### src/rtl/spi_data_fifo.sv
// First-word-fall-through FIFO with valid/ready on both sides, occupancy count and sticky error flags.
// Optional almost-full/almost-empty ports are built only when SPI_FIFO_LEVEL_EN is defined.
module spi_data_fifo #(
  parameter int unsigned DATA_WIDTH   = 32,
  parameter int unsigned BUFFER_DEPTH = 8,
  parameter int unsigned AF_LEVEL     = 6,
  parameter int unsigned AE_LEVEL     = 2,
  parameter int unsigned LOG_DEPTH    = $clog2(BUFFER_DEPTH)
) (
  input  logic                  clk,
  input  logic                  rstn,
  input  logic                  clr,
  input  logic [DATA_WIDTH-1:0] data_in,
  input  logic                  data_in_valid,
  output logic                  data_in_ready,
  output logic [DATA_WIDTH-1:0] data_out,
  output logic                  data_out_valid,
  input  logic                  data_out_ready,
  output logic [LOG_DEPTH:0]    elements,
  output logic                  full,
  output logic                  empty,
`ifdef SPI_FIFO_LEVEL_EN
  output logic                  almost_full,
  output logic                  almost_empty,
`endif
  output logic                  ovf_err,
  output logic                  udf_err
);

  localparam bit PARAMS_OK = (BUFFER_DEPTH >= 2)
                          && ((BUFFER_DEPTH & (BUFFER_DEPTH - 1)) == 0)
                          && (LOG_DEPTH == $clog2(BUFFER_DEPTH))
                          && (AF_LEVEL >= 1) && (AF_LEVEL <= BUFFER_DEPTH)
                          && (AE_LEVEL < BUFFER_DEPTH)
                          && (DATA_WIDTH >= 1);

  if (!PARAMS_OK) begin : g_param_check
    $error("spi_data_fifo: illegal parameter combination");
  end

  localparam logic [LOG_DEPTH:0]   DEPTH_L  = (LOG_DEPTH+1)'(BUFFER_DEPTH);
  localparam logic [LOG_DEPTH:0]   ELEM_ONE = (LOG_DEPTH+1)'(1);
  localparam logic [LOG_DEPTH-1:0] PTR_ONE  = LOG_DEPTH'(1);

  logic [DATA_WIDTH-1:0] mem_q [BUFFER_DEPTH];

  logic [LOG_DEPTH-1:0] wr_ptr_q, wr_ptr_d;
  logic [LOG_DEPTH-1:0] rd_ptr_q, rd_ptr_d;
  logic [LOG_DEPTH:0]   elements_q, elements_d;
  logic                 ovf_q, ovf_d;
  logic                 udf_q, udf_d;

  logic full_s, empty_s, push, pop;

  assign full_s  = (elements_q == DEPTH_L);
  assign empty_s = (elements_q == '0);
  assign push    = data_in_valid  & ~full_s;
  assign pop     = data_out_ready & ~empty_s;

  always_comb begin
    wr_ptr_d   = wr_ptr_q;
    rd_ptr_d   = rd_ptr_q;
    elements_d = elements_q;
    ovf_d      = ovf_q | (data_in_valid & full_s);
    udf_d      = udf_q | (data_out_ready & empty_s);
    if (clr) begin
      wr_ptr_d   = '0;
      rd_ptr_d   = '0;
      elements_d = '0;
      ovf_d      = 1'b0;
      udf_d      = 1'b0;
    end else begin
      if (push) wr_ptr_d = wr_ptr_q + PTR_ONE;
      if (pop)  rd_ptr_d = rd_ptr_q + PTR_ONE;
      case ({push, pop})
        2'b10:   elements_d = elements_q + ELEM_ONE;
        2'b01:   elements_d = elements_q - ELEM_ONE;
        default: elements_d = elements_q;
      endcase
    end
  end

  always_ff @(posedge clk) begin
    if (!rstn) begin
      wr_ptr_q   <= '0;
      rd_ptr_q   <= '0;
      elements_q <= '0;
      ovf_q      <= 1'b0;
      udf_q      <= 1'b0;
    end else begin
      wr_ptr_q   <= wr_ptr_d;
      rd_ptr_q   <= rd_ptr_d;
      elements_q <= elements_d;
      ovf_q      <= ovf_d;
      udf_q      <= udf_d;
    end
  end

  // Storage is not reset; the write is still gated so reset and flush cycles complete no push.
  always_ff @(posedge clk) begin
    if (rstn && !clr && push) mem_q[wr_ptr_q] <= data_in;
  end

  assign data_out       = empty_s ? '0 : mem_q[rd_ptr_q];
  assign data_out_valid = ~empty_s;
  assign data_in_ready  = ~full_s;
  assign elements       = elements_q;
  assign full           = full_s;
  assign empty          = empty_s;
  assign ovf_err        = ovf_q;
  assign udf_err        = udf_q;

`ifdef SPI_FIFO_LEVEL_EN
  localparam logic [LOG_DEPTH:0] AF_L = (LOG_DEPTH+1)'(AF_LEVEL);
  localparam logic [LOG_DEPTH:0] AE_L = (LOG_DEPTH+1)'(AE_LEVEL);

  assign almost_full  = (elements_q >= AF_L);
  assign almost_empty = (elements_q <= AE_L);
`endif

endmodule

### config.mk
export PLATFORM = sky130hd
export DESIGN_NAME = spi_data_fifo
export DESIGN_NICKNAME = d
export VERILOG_FILES = /design/src/rtl/spi_data_fifo.sv
export SDC_FILE = /design/constraint.sdc
export NUM_CORES = 1
export LEC_CHECK = 0
export CAP_MARGIN = 20
export CELL_PAD_IN_SITES_DETAIL_PLACEMENT = 2
export CELL_PAD_IN_SITES_GLOBAL_PLACEMENT = 2
export CORE_ASPECT_RATIO = 1.1
export CORE_MARGIN = 2
export CORE_UTILIZATION = 25
export CTS_BUF_LIST = sky130_fd_sc_hd__clkbuf_4
export DETAILED_ROUTE_END_ITERATION = 8
export PLACE_DENSITY = 0.53
export SYNTH_ARGS = -nofsm -noshare
export SYNTH_HDL_FRONTEND = slang
export SYNTH_SLANG_ARGS = --single-unit
### constraint.sdc
create_clock -name clk -period 8.75 [get_ports clk]
set_clock_uncertainty 0.05 [all_clocks]
set_input_delay 1.75 -clock clk [delete_from_list [all_inputs] [get_ports clk]]
set_output_delay 1.75 -clock clk [all_outputs]
set_load 0.05 [all_outputs]
==> impl_metrics.ini <==
[clocking]
cts_tree = done
cts_max_level = 3
hold_buffers = 0
clock_latency_ns = 0.71
root_buffer = clkbuf_4
cts_setup_buffers = 0
cts_max_path_buffers = 3
clkTransAtPathRegs_ns = 0.05
cts_buffers = 75
cts_sinks = 271
cts_resized = 0

[yosys]
synth_top_cells_by_count = 256 x edfxtp_1, 64 x mux4_2, 49 x nor2_1
synth_edf_count = 256
synth_cell_types = 35
syn_nets = 532
ys_seq_area_share_pct = 76.6
synth_most_common_cell = edfxtp_1
yosys-top-cells-area = edfxtp_1 74%, mux4_2 14%, mux2i_1 3.3%
synthCells = 490
yosysWarnings = 0
synth-main-ff-cell = edfxtp_1
yosys_register_bits = 271
ys_async_sr_fraction_pct = 0
avgSynthCellArea_sq_um = 21.3
yosys.area.top_type = edfxtp_1
synth_area_sq_um = 10400
yosysTopAreaCellShare_pct = 73.7

[floorplanning]
dieArea_sq_um = 43400
ios = 79
core_sq_um = 41200
rows = 78
die_width_um = 199
die_h_um = 218
initial_core_util_pct = 25.3

[finish]
area_growth_pct = 23.4
fin_area_sq_um = 12900
drive_above_1_share_pct = 30.4
seq_area_sq_um = 8000
fillCellCount = 4210
multi_input_area_sq_um = 2360
layout.nets = 673

[global_routing]
grt_remaining_overflow = 0
grt_pass1_vias = 6422
antenna_found_initial = 2
grt_pass1_wl_mm = 39.1
grt_usage_pct = 12.6
grt_max_degree = 65

[worst_setup_path]
worstSetupPathType = register to primary output
worstPathCellList = buf_4 -> mux4_2 -> mux2i_1 -> nor2_1 -> clkdlybuf4s50_1
startpoint_type = register
cp.arrival_ns = 3.86
cp.required_ns = 6.95
max_stage_delay_ns = 0.76
cp_max_fo = 37
endpoint_kind = primary output
crit_path_top_delay_cell = buf_4

[route]
vias = 5274
dr.pass1.iters = 4
drt-total-wl_mm = 26.0
wire_per_inst_um = 20.9
via_per_inst = 4.24
dr.first_iter.drc_count = 225
final_antenna_net_count = 0
drc_errors = 0

[place]
place_area_sq_um = 11900
gp_congestion = 0.643
port_buffers = 78
dp_hpwl_mm = 13.3

[timing]
rsz0062_at_grt = false
slew_viol_final = 0
slew_headroom_pct = 29.3
fin_crit_ns = 5.66
finalSetupViolCount = 0
finalHoldViolCount = 0
fin_crit_sh_pct = 64.7
setup_tns_ns = 0
max_freq_ghz = 0.177
worst_slew_pin_slew_ns = 1.06

[min_path]
min_path_type = register to register

[pwr]
power.leakage_uw = 0.00394
ir_drop_v = 0.0000728
p_per_area_nw_per_um2 = 212

[job]
maxCapViolCount = 0

[status]
status = finished, final reports clean
[critical path, delay by kind of cell, from the launching register on]
family | cells | cell delay, ns
multiplexers | 2 | 0.81
buffers and inverters | 2 | 1.48
AND/OR/NAND/NOR | 1 | 0.07
flip-flops | 1 | 0.73
[final cells by class]
cell class / instances / area share (%)
Sequential cell: 271 / 62.1
Multi-Input combinational cell: 192 / 18.3
Timing Repair Buffer: 89 / 6.71
Clock buffer: 110 / 6.42
Tap cell: 560 / 5.44
Clock inverter: 20 / 0.914
Inverter: 2 / 0.0583
Antenna cell: 1 / 0.0194
[final timing paths]
kind                                  from                       end  slack [ns]  cells after the start
hold / removal          udf_err$_SDFF_PP0_        udf_err$_SDFF_PP0_        0.43                      2
hold reg to reg         udf_err$_SDFF_PP0_        udf_err$_SDFF_PP0_        0.43                      2
setup reg to reg  elements[1]$_SDFFE_PP0P_  elements[3]$_SDFFE_PP0P_        6.04                      7
setup / recovery                  register               data_out[4]        3.09                      5
[cell families (layout without fill, tap and decap cells)]
kind of cell    after synthesis  in the layout  synth area share [%]
compound gates                9              9                 0.528
xor+xnor                      7              7                 0.660
fa+ha+maj                     5              5                 0.600
buf+inv                      27            221                  1.33
flops                       271            271                  76.6
mux                          98             98                  17.1
other cells                   0              1                     0
simple gates                 73             73                  3.20
[state kept, by name (all words and copies together), names as in the netlist, named ones only]
register and count:
elements 4, mem_q 256, ovf_err 1, wr_ptr_q 3, udf_err 1, rd_ptr_q 3
[per-layer routing]
layer / track usage (%) / wire length [um] / vias up
li1: - / - / 2340
met1: 14.4 / 10600 / 2770
met2: 22.4 / 13800 / 112
met3: 3.04 / 987 / 50
met4: 5.47 / 598 / 2
met5: 0 / 13 / -
[power breakdown]
group / internal (uW) / leakage, uW / switching [uW] / total (uW)
Sequential: 1430 / 0.00243 / 6.68 / 1430
Clock: 606 / 0.000564 / 524 / 1130
Combinational: 62.6 / 0.000950 / 107 / 169
[metrics by stage]
step	instances	util [%]	total power [uW]	hold slack [ns]	worst slack, ns
floorplan	490	-	1560	0.435	3.73
global placement	1114	29.0	1630	0.403	3.62
detailed placement	1114	29.0	1630	0.413	3.61
CTS	1244	31.2	2800	0.440	2.79
global route	1245	31.3	2870	0.474	2.68
finish	1245	31.3	2730	0.427	3.09
[layout by cell type (no fill, tap or decap), types with 3 or more instances in the layout]
cell | Yosys | layout
clkdlybuf4s50_1 | 0 | 78
clkinv_1 | 1 | 13
clkbuf_4 | 0 | 110
buf_4 | 6 | 11
nor2_1 | 49 | 43
edfxtp_1 | 256 | 256
nor2_4 | 0 | 6
ha_1 | 5 | 5
nand2b_1 | 4 | 4
nand3_1 | 4 | 4
mux2i_1 | 34 | 34
xor2_1 | 6 | 6
dfxtp_1 | 15 | 12
nand2_1 | 3 | 3
mux4_2 | 64 | 64
a21oi_1 | 5 | 5
Power figures use the tool's default switching activity.
